--- src/rtl/apu_mixer_dac_if.sv ---
// Channel-level bundle between the APU voices and the mixer/DAC block.
// The master side drives channel levels and controls; the slave side returns the mix and bitstream.
interface apu_mixer_dac_if;
   logic       enable;
   logic [1:0] master_shift;
   logic [3:0] pulse1_in;
   logic [3:0] pulse2_in;
   logic [3:0] triangle_in;
   logic [3:0] noise_in;
   logic [7:0] mix_out;
   logic       mix_valid;
   logic       dac_out;

   modport master (
      output enable,
      output master_shift,
      output pulse1_in,
      output pulse2_in,
      output triangle_in,
      output noise_in,
      input  mix_out,
      input  mix_valid,
      input  dac_out
   );

   modport slave (
      input  enable,
      input  master_shift,
      input  pulse1_in,
      input  pulse2_in,
      input  triangle_in,
      input  noise_in,
      output mix_out,
      output mix_valid,
      output dac_out
   );
endinterface

--- src/rtl/apu_mixer_dac.sv ---
// Samples the four APU channel levels every SAMPLE_DIV clocks, forms a weighted
// attenuated 8-bit mix and drives a first-order delta-sigma bitstream from it.
module apu_mixer_dac #(
   parameter int SAMPLE_DIV = 32
) (
   input  logic            clk,
   input  logic            rst_n,
   apu_mixer_dac_if.slave  bus
);

   localparam int CNT_W = (SAMPLE_DIV > 1) ? $clog2(SAMPLE_DIV) : 1;
   localparam logic [CNT_W-1:0] CNT_MAX = CNT_W'(SAMPLE_DIV - 1);

   logic [CNT_W-1:0] sample_cnt;
   logic             strobe;
   logic             strobe_d;

   logic [3:0] pulse1_q;
   logic [3:0] pulse2_q;
   logic [3:0] triangle_q;
   logic [3:0] noise_q;

   logic [8:0] raw_mix;
   logic [7:0] mix_shifted;
   logic [7:0] mix_q;
   logic       mix_valid_q;

   logic [7:0] acc_q;
   logic [8:0] acc_next;
   logic       dac_q;

   assign strobe = (sample_cnt == CNT_MAX);

   // Free-running sample divider; keeps counting while muted so the sample grid never shifts.
   always_ff @(posedge clk) begin
      if (!rst_n) begin
         sample_cnt <= '0;
      end else if (strobe) begin
         sample_cnt <= '0;
      end else begin
         sample_cnt <= sample_cnt + 1'b1;
      end
   end

   always_ff @(posedge clk) begin
      if (!rst_n) begin
         pulse1_q   <= '0;
         pulse2_q   <= '0;
         triangle_q <= '0;
         noise_q    <= '0;
         strobe_d   <= 1'b0;
      end else begin
         strobe_d <= strobe;
         if (strobe) begin
            pulse1_q   <= bus.pulse1_in;
            pulse2_q   <= bus.pulse2_in;
            triangle_q <= bus.triangle_in;
            noise_q    <= bus.noise_in;
         end
      end
   end

   // Worst case 2*15 + 2*15 + 3*15 + 2*15 = 135, so the shifted result always fits in 8 bits.
   always_comb begin
      raw_mix     = 9'(pulse1_q)   * 9'd2
                  + 9'(pulse2_q)   * 9'd2
                  + 9'(triangle_q) * 9'd3
                  + 9'(noise_q)    * 9'd2;
      mix_shifted = 8'(raw_mix >> bus.master_shift);
   end

   always_ff @(posedge clk) begin
      if (!rst_n) begin
         mix_q       <= '0;
         mix_valid_q <= 1'b0;
      end else begin
         mix_valid_q <= strobe_d;
         if (strobe_d) begin
            mix_q <= bus.enable ? mix_shifted : 8'd0;
         end
      end
   end

   // Only the low byte of the accumulator feeds back; the carry out is the output bit.
   assign acc_next = {1'b0, acc_q} + {1'b0, mix_q};

   always_ff @(posedge clk) begin
      if (!rst_n) begin
         acc_q <= '0;
         dac_q <= 1'b0;
      end else if (!bus.enable) begin
         acc_q <= '0;
         dac_q <= 1'b0;
      end else begin
         acc_q <= acc_next[7:0];
         dac_q <= acc_next[8];
      end
   end

   assign bus.mix_out   = mix_q;
   assign bus.mix_valid = mix_valid_q;
   assign bus.dac_out   = dac_q;

endmodule

--- src/flat_wrapper.sv ---
// flat-port wrapper written by rule: the top's interface ports become plain ports
module apu_mixer_dac_flat 
#(
   parameter int SAMPLE_DIV = 32
)
  (clk, rst_n, bus_enable, bus_master_shift, bus_pulse1_in, bus_pulse2_in, bus_triangle_in, bus_noise_in, bus_mix_out, bus_mix_valid, bus_dac_out);
  apu_mixer_dac_if bus_i ();
  input  logic clk;
  input  logic rst_n;
  input wire logic [$bits(bus_i.enable)-1:0] bus_enable;
  input wire logic [$bits(bus_i.master_shift)-1:0] bus_master_shift;
  input wire logic [$bits(bus_i.pulse1_in)-1:0] bus_pulse1_in;
  input wire logic [$bits(bus_i.pulse2_in)-1:0] bus_pulse2_in;
  input wire logic [$bits(bus_i.triangle_in)-1:0] bus_triangle_in;
  input wire logic [$bits(bus_i.noise_in)-1:0] bus_noise_in;
  output wire logic [$bits(bus_i.mix_out)-1:0] bus_mix_out;
  output wire logic [$bits(bus_i.mix_valid)-1:0] bus_mix_valid;
  output wire logic [$bits(bus_i.dac_out)-1:0] bus_dac_out;
  assign bus_i.enable = bus_enable;
  assign bus_i.master_shift = bus_master_shift;
  assign bus_i.pulse1_in = bus_pulse1_in;
  assign bus_i.pulse2_in = bus_pulse2_in;
  assign bus_i.triangle_in = bus_triangle_in;
  assign bus_i.noise_in = bus_noise_in;
  assign bus_mix_out = bus_i.mix_out;
  assign bus_mix_valid = bus_i.mix_valid;
  assign bus_dac_out = bus_i.dac_out;
  apu_mixer_dac #(.SAMPLE_DIV(SAMPLE_DIV)) u_core (.clk(clk), .rst_n(rst_n), .bus(bus_i));
endmodule
--- config.mk ---
export PLATFORM = sky130hd
export DESIGN_NAME = apu_mixer_dac_flat
export DESIGN_NICKNAME = d
export VERILOG_FILES = /design/src/rtl/apu_mixer_dac_if.sv /design/src/rtl/apu_mixer_dac.sv /design/src/flat_wrapper.sv
export SDC_FILE = /design/constraint.sdc
export NUM_CORES = 1
export LEC_CHECK = 0
export CORE_MARGIN = 2
export CORE_UTILIZATION = 35
export DETAILED_ROUTE_END_ITERATION = 12
export DONT_BUFFER_PORTS = 1
export GPL_TIMING_DRIVEN = 0
export MAX_ROUTING_LAYER = met4
export PLACE_DENSITY = 0.5
export SYNTH_ARGS = -nofsm -noshare
export SYNTH_HDL_FRONTEND = slang
export SYNTH_SLANG_ARGS = --single-unit
--- constraint.sdc ---
create_clock -name clk -period 4.9 [get_ports clk]
set_clock_uncertainty 0.05 [all_clocks]
set_input_delay 0.98 -clock clk [delete_from_list [all_inputs] [get_ports clk]]
set_output_delay 0.98 -clock clk [all_outputs]
set_load 0.05 [all_outputs]
# == After elaboration in Yosys (flattened, before gate mapping) ==
# Cells that the tools add are included.
# op_classes
n_reduce_logical,2
n_bitwise,1
n_shift,1
n_eq_ne,1
n_mux,1
multipliers,1
add_sub_neg,5
# op_table
cell,n
adder 8 x 8 -> 9 bit,1
adder 9 x 5 -> 9 bit,1
adder 9 x 6 -> 9 bit,1
>> shifter 9 x 2 -> 8 bit,1
2-to-1 mux 8 bit,1
adder 5 x 5 -> 6 bit,1
multiplier 4 x 2 -> 6 bit (second input constant),1
adder 5 x 1 -> 5 bit (second input constant),1
equality test 5 bit (second input constant),1
AND reduction 2 bit,1
OR reduction 2 bit,1
inverter 1 bit,1
# totals
output_inout_bits,10
reg_bits,40
inputBits,21

# == Longest topological paths before layout ==
# Gate-level depths: netlist of run 1.
# depth
word_depth,5
mapped_depth,14
mapped_depth_nobuf,14

# == Worst setup path before layout of run 1 ==
# OpenSTA, ideal clock, no wires.
# synth_timing
kind,reg2reg
from,register u_core.pulse2_q[0]
to,register u_core.mix_q[4] (netlist: u_core.bus.mix_out[4])
stages_incl_launch_ff,14
setup_time_ns,0.129
required_time_ns,4.721
setup_slack_ns,1.356
path_buffers,0
arrival_ns,3.365
period_less_slack_ns,3.544
path_cell_list,dfxtp_1 -> ha_1 -> inv_1 -> fa_1 -> xor2_1 -> fa_1 -> fa_1 -> inv_1 -> ha_1 -> a211o_1 -> and3_4 -> or3_4 -> o2111ai_2 -> o211ai_1
# synth_between
elab_chain_cells,5
# synth_lines
element,line_no,source
start: declaration,apu_mixer_dac.sv:19,logic [3:0] pulse2_q;
start signal: assignment,apu_mixer_dac.sv:56,pulse2_q <= bus.pulse2_in;
adder 5 x 5 -> 6 bit,apu_mixer_dac.sv:66,+ 9'(pulse2_q) * 9'd2
adder 9 x 6 -> 9 bit,apu_mixer_dac.sv:67,+ 9'(triangle_q) * 9'd3
adder 9 x 5 -> 9 bit,apu_mixer_dac.sv:68,+ 9'(noise_q) * 9'd2;
>> shifter 9 x 2 -> 8 bit,apu_mixer_dac.sv:69,mix_shifted = 8'(raw_mix >> bus.master_shift);
2-to-1 mux 8 bit,apu_mixer_dac.sv:79,mix_q <= bus.enable ? mix_shifted : 8'd0;
end signal: assignment,apu_mixer_dac.sv:79,
end: declaration,apu_mixer_dac.sv:25,logic [7:0] mix_q;
# Every way passes these cells.
# A chain may end at the register's enable or synchronous reset.

# == Worst setup path after layout of run 1 ==
# layout_timing
from,register u_core.pulse2_q[0]
to,register u_core.mix_q[6] (netlist: u_core.bus.mix_out[6])
# Same word-level chain as after synthesis.

==> flow_summary.ini, run 1 <==
[yosys]
syn_area_sq_mm = 0.00230
synthMuxAreaShare_pct = 8.31
ys_warn_count = 0
synth.area.top_cells = dfxtp_1 (35%), ha_1 (11%), fa_1 (7.8%), mux2i_1 (7.8%), nor2b_1 (6.2%)
synth_compound_area_share_pct = 11.5
synth_fa_ha_area_share_pct = 19.2
netlist_instances = 244
synth_area_per_cell_sq_um = 9.44
synth-xor-area-share_pct = 3.42
synth.distinct_cells = 38
ys_ff_latch = 40
yosysTopAreaCell = dfxtp_1
synth_fp_nets = 295
yosysTopAreaCellShare_pct = 34.8
ys_seq_area_share_pct = 34.8
synth_top_family_by_area = adder cells
synth-simple-area-share_pct = 16.8

[worst_hold_path]
hold_path_depth = 1
worstHoldStart = u_core.sample_cnt[0]
min_path_type = flip-flop to flip-flop
min_to = u_core.sample_cnt[0]

[critical_path]
crit_path_max_fanout = 4
r2r-end = u_core.bus.mix_out[6]
crit_slowest_cell = fa_1
worstReg2RegStart = u_core.pulse2_q[0]
slowest_delay_ps = 570
reg2reg_slack_ps = 1120
critPathKind = flip-flop to flip-flop
cp-end-kind = flip-flop
cpMostUsedCell = fa_1
required_ps = 5030
worst_ep_arrival_time_ps = 3900
worstPathCellList = ha_1 > inv_1 > fa_1 > xor2_1 > fa_1 > fa_1 > inv_1 > ha_1 > a211o_1 > and3_4 > or3_4 > a21oi_1 > o21ai_1
reg2regPathDepth = 13
start_kind = flip-flop

[global_routing]
grt_util_all_layers_pct = 13.6
grt_pass1_vias = 1611
grt_pass1_wl_um = 7560
antenna_found_initial = 0
grt_start_max_net_pins = 13
gr-total-overflow = 0

[clock_network]
cts_hold_buffers = 0
clk_latency_ps = 280
cts_root_buf = clkbuf_8
clkTransAtPathRegs_ps = 80
clockBufferDepth = 2
cts_setup_buffers = 0
cts_tree = done
cts_buffers = 5
cts_num_sinks = 40
post_cts_resized = 0
htree_levels = 2

[cells_and_area]
fin_util_pct = 39.1
drive_gt1_share_pct = 5.58
nNetsFinal = 302
nFillCells = 642
diodes = 0
syn2layout_area_growth_pct = 7.71
fin_cells = 328

[sta]
worst_pin_slew_ps = 593
post-route-min-period_ps = 3780
hold_slack_ps = 399
fin_ws_ps = 1120
setup_tns_ps = 0
fmax_mhz = 265
final-setup-viol-count = 0
slew_viol_final = 0
slew_headroom_pct = 60.4
hold_viol_final = 0
rsz0062_at_grt = no
fin_crit_sh_pct = 77.0

[place]
placed_cells = 321
place_hpwl_um = 3490
place_congestion = 0.778
dp_slack_ps = 1070
io_buffer_count = 0

[power]
ir_drop_v = 0.000110
p_leak_nw = 0.975
power_density_mw_per_mm2 = 223

[run]
cap_violations = 0

[floorplanning]
core_area_sq_mm = 0.00635
die_h_um = 85.1
rows = 29
boundaryPins = 31
die-area_sq_mm = 0.00725
die_w_um = 85.1
start_util_pct = 36.3

[routing]
firstDrtPassIters = 4
drc = 0
dr.first_iter.drc_count = 54
wl_per_cell_um = 13.1
vias = 1567
vias_per_cell = 4.78
drt-total-wl_um = 4310
antenna_left = 0

[run_status]
outcome = completed
[layout make-up]
| type | count | area, sq um | share of cell area [%] |
|---|---|---|---|
| Multi-Input combinational cell | 168 | 1360 | 55.0 |
| Sequential cell | 40 | 801 | 32.3 |
| Inverter | 29 | 109 | 4.39 |
| Clock inverter | 2 | 12.5 | 0.504 |
| Tap cell | 77 | 96.3 | 3.88 |
| Buffer | 7 | 30.0 | 1.21 |
| Clock buffer | 5 | 68.8 | 2.77 |
[Yosys cell counts]
cell type,number
dfxtp_1,40
clkbuf_1,4
nand3b_1,1
o31a_1,2
and2_1,3
o21bai_1,1
ha_1,21
o2111ai_2,1
a211o_1,1
nor2_1,18
a21o_1,1
nor2b_1,23
nor3_1,2
xor2_1,6
o22ai_1,7
a211oi_1,3
or3_1,1
xnor2_1,3
nand4b_1,1
o21ai_0,4
or2_1,1
mux2i_1,18
fa_1,9
or3_4,1
o2bb2ai_1,1
and3_1,3
and3_4,1
a21oi_1,7
o21a_1,5
nand2_1,7
nand2b_1,4
nand3_1,5
o31ai_1,1
buf_2,3
mux2_2,1
o21ai_1,2
o211ai_1,3
inv_1,29
[layer usage]
layer	track usage, %	share of wire [%]	wire (um)
met1	17.4	51	2190
met2	21.0	44	1910
met3	3.99	4.1	176
met4	3.61	0.74	32
met5	-	0	0
[cell usage in the layout (no fill, tap or decap), drive strengths merged, types with 7 or more instances in the layout]
| cell type | count |
|---|---|
| dfxtp | 40 |
| inv | 29 |
| nor2b | 23 |
| a21oi | 7 |
| ha | 21 |
| o22ai | 7 |
| clkbuf | 9 |
| mux2i | 18 |
| nand2 | 7 |
| fa | 9 |
| nor2 | 18 |
[state kept, by name, summed over array words and instances (netlist names), 4 cells and up]
signal,flops
u_core.acc_q,8
u_core.bus.mix_out,8
u_core.noise_q,4
u_core.pulse1_q,4
u_core.pulse2_q,4
u_core.sample_cnt,5
u_core.triangle_q,4
[kinds of logic after synthesis]
family                     Yosys count
AOI/OAI and AO/OA                   39
muxes                               19
xor gates and xnor gates             9
buffers and inverters               36
adders and majority gates           30
and+or+nand+nor                     71
DFF                                 40
[through the flow]
| stage | total power, mW | instance area [sq um] |
|---|---|---|
| finish | 0.554 | 2480 |
| global route | 0.580 | 2480 |
| CTS | 0.563 | 2480 |
| detailed placement | 0.352 | 2400 |
| global placement | 0.352 | 2400 |
| floorplan | 0.348 | 2300 |
[critical path, delay by kind of cell (launching register included)]
family,cells,cell delay [ps]
buffers and inverters,2,120
adders and majority gates,5,1910
DFF,1,340
xor gates and xnor gates,1,200
and+or+nand+nor,2,520
AOI/OAI and AO/OA,3,540
[worst max-delay path by stage]
stage	startpoint	endpoint	slack, ps	cells after the start
5_1_grt	u_core.pulse2_q[0]	u_core.bus.mix_out[4]	890	14
3_3_place_gp	u_core.pulse2_q[0]	u_core.bus.mix_out[6]	1130	13
2_1_floorplan	u_core.pulse2_q[0]	u_core.bus.mix_out[4]	1360	13
6_report	u_core.pulse2_q[0]	u_core.bus.mix_out[6]	1120	13
4_1_cts	u_core.pulse2_q[0]	u_core.bus.mix_out[6]	1080	13
3_5_place_dp	u_core.pulse1_q[0]	u_core.bus.mix_out[6]	1070	13
[power by group]
| part | internal [mW] | leakage [nW] | total [mW] | switching (mW) |
|---|---|---|---|---|
| clock | 0.0965 | 0.0400 | 0.209 | 0.113 |
| sequential | 0.327 | 0.323 | 0.328 | 0.00137 |
| combinational | 0.00680 | 0.613 | 0.0159 | 0.00907 |
No activity file was read; power rests on OpenSTA's default activity.
==> run 2, diff against run 1 <==
Clock period 4.9 ns to 3.7 ns, I/O delays scaled along.
==> run 2 against run 1 <==
Against the previous run:
- clock power is 33% higher
- via count is 0.83% higher
- die area stayed put
- power is 33% higher
- sequential power is 33% higher
- first-iteration DRC count is 37% higher
- worst hold slack hardly changed
- critical path depth stayed put
- register-to-register slack worse by 1100 ps
- setup slack worse by 1100 ps
- non-clock buffer count is 2 higher
- critical endpoint is now u_core.bus.mix_out[4]
==> flow_summary.ini, run 2 (synthesis results as in run 1) <==
[cells_and_area]
diodes = 0
nNetsFinal = 304
fin_cells = 330
mostFrequentLayoutCell = dfxtp_1
syn2layout_area_growth_pct = 12.2
fin_util_pct = 40.7
finalInstanceArea_sq_mm = 0.00258
final_cell_mix = dfxtp_1 (38), inv_1 (26), nor2b_1 (21), ha_1 (19)
drive_gt1_share_pct = 12.3

[floorplanning]
boundaryPins = 31
die-area_sq_mm = 0.00725
start_util_pct = 36.3
rows = 29
die_w_um = 85.1
core_area_sq_mm = 0.00635
die_h_um = 85.1

[critical_path]
reg2regPathDepth = 13
reg2reg_slack_ps = 30
start_kind = flip-flop
r2r-end = u_core.bus.mix_out[4]
crit_path_max_fanout = 4
required_ps = 3820
crit_end = u_core.bus.mix_out[4]
worstReg2RegStart = u_core.pulse1_q[0]
cp-end-kind = flip-flop
cp-startpoint = u_core.pulse1_q[0]
worst_ep_arrival_time_ps = 3790
critPathKind = flip-flop to flip-flop

[routing]
vias = 1580
drt-total-wl_um = 4410
wl_per_cell_um = 13.3
dr.first_iter.drc_count = 74
antenna_left = 0
vias_per_cell = 4.79
firstDrtPassIters = 4
drc = 0

[global_routing]
grt_pass1_wl_um = 7750
antenna_found_initial = 0
grt_util_all_layers_pct = 13.9
gr-total-overflow = 0
grt_pass1_vias = 1663
grt_start_max_net_pins = 13

[place]
place_congestion = 0.778
dpl_cell_area_sq_mm = 0.00240
placed_cells = 321
place_hpwl_um = 3490
io_buffer_count = 0

[sta]
slew_headroom_pct = 60.4
slew_viol_final = 0
worst_pin_slew_ps = 593
hold_viol_final = 0
fmax_mhz = 272
post-route-min-period_ps = 3670
final-setup-viol-count = 0
fin_crit_sh_pct = 99.3
rsz0062_at_grt = yes

[clock_network]
cts_buffers = 5
cts_hold_buffers = 0
cts_num_sinks = 40
cts_root_buf = clkbuf_8
clockBufferDepth = 2
clk_latency_ps = 280
htree_levels = 2
cts_tree = done
clkTransAtPathRegs_ps = 80

[run_status]
outcome = completed

[power]
power_density_mw_per_mm2 = 284
ir_drop_v = 0.000146
p_leak_nw = 0.994

[worst_hold_path]
min_path_type = flip-flop to flip-flop

[run]
cap_violations = 0
==> run 2: how the worst min path moves through the flow <==
stage                              start              endpoint  slack [ps]  depth (start not counted)
global route        u_core.sample_cnt[0]  u_core.sample_cnt[0]         420                          1
floorplan           u_core.sample_cnt[0]  u_core.sample_cnt[0]         370                          1
CTS                 u_core.sample_cnt[0]  u_core.sample_cnt[0]         400                          1
finish              u_core.sample_cnt[0]  u_core.sample_cnt[0]         400                          1
global placement    u_core.sample_cnt[0]  u_core.sample_cnt[0]         380                          1
detailed placement  u_core.sample_cnt[0]  u_core.sample_cnt[0]         390                          1
==> run 2: critical path, cell delays in order, from the launching register on <==
cell and delay (ps):
dfxtp_2 360, ha_4 140, inv_2 40, fa_2 410
xor2_2 160, fa_1 460, fa_1 540, inv_1 50
ha_1 260, a211o_1 280, and3_4 200, or3_4 400
o2111ai_4 100, o211ai_1 110
==> run 2: what timing repair did <==
action,in CTS,in global routing
gates resized for setup,11,10
gates cloned,0,0
setup endpoints to repair,5,6
pin swaps,5,17
buffers inserted,2,0
==> run 2: per-layer routing <==
metal | up-vias | routed length [um] | global-route usage [%]
met5 | - | 0 | -
met4 | 0 | 32 | 3.75
met3 | 2 | 198 | 4.18
met2 | 25 | 1960 | 21.6
met1 | 719 | 2220 | 17.5
li1 | 834 | - | -
==> run 2: through the flow <==
stage / hold slack, ps / total power, mW / TNS, ps / setup WS [ps]
after floorplan: 368 / 0.461 / 0 / 156
after global placement: 385 / 0.467 / -151 / -71.6
after detailed placement: 390 / 0.467 / -344 / -127
after CTS: 402 / 0.747 / 0 / 2.92
after global routing: 425 / 0.770 / -184 / -89.4
final: 399 / 0.734 / 0 / 26.7
==> run 2: cell type report <==
type | instances | area (sq um)
Clock inverter | 2 | 12.5
Buffer | 7 | 30.0
Inverter | 29 | 109
Sequential cell | 40 | 803
Timing Repair Buffer | 2 | 18.8
Tap cell | 77 | 96.3
Multi-Input combinational cell | 168 | 1450
Clock buffer | 5 | 68.8
Fill cell | 628 | 3760
==> run 2: report_power, final <==
part,leakage [nW],total (mW),switching (mW),internal [mW]
clock network,0.0400,0.277,0.149,0.128
logic,0.631,0.0220,0.0130,0.00906
registers,0.324,0.435,0.00181,0.433
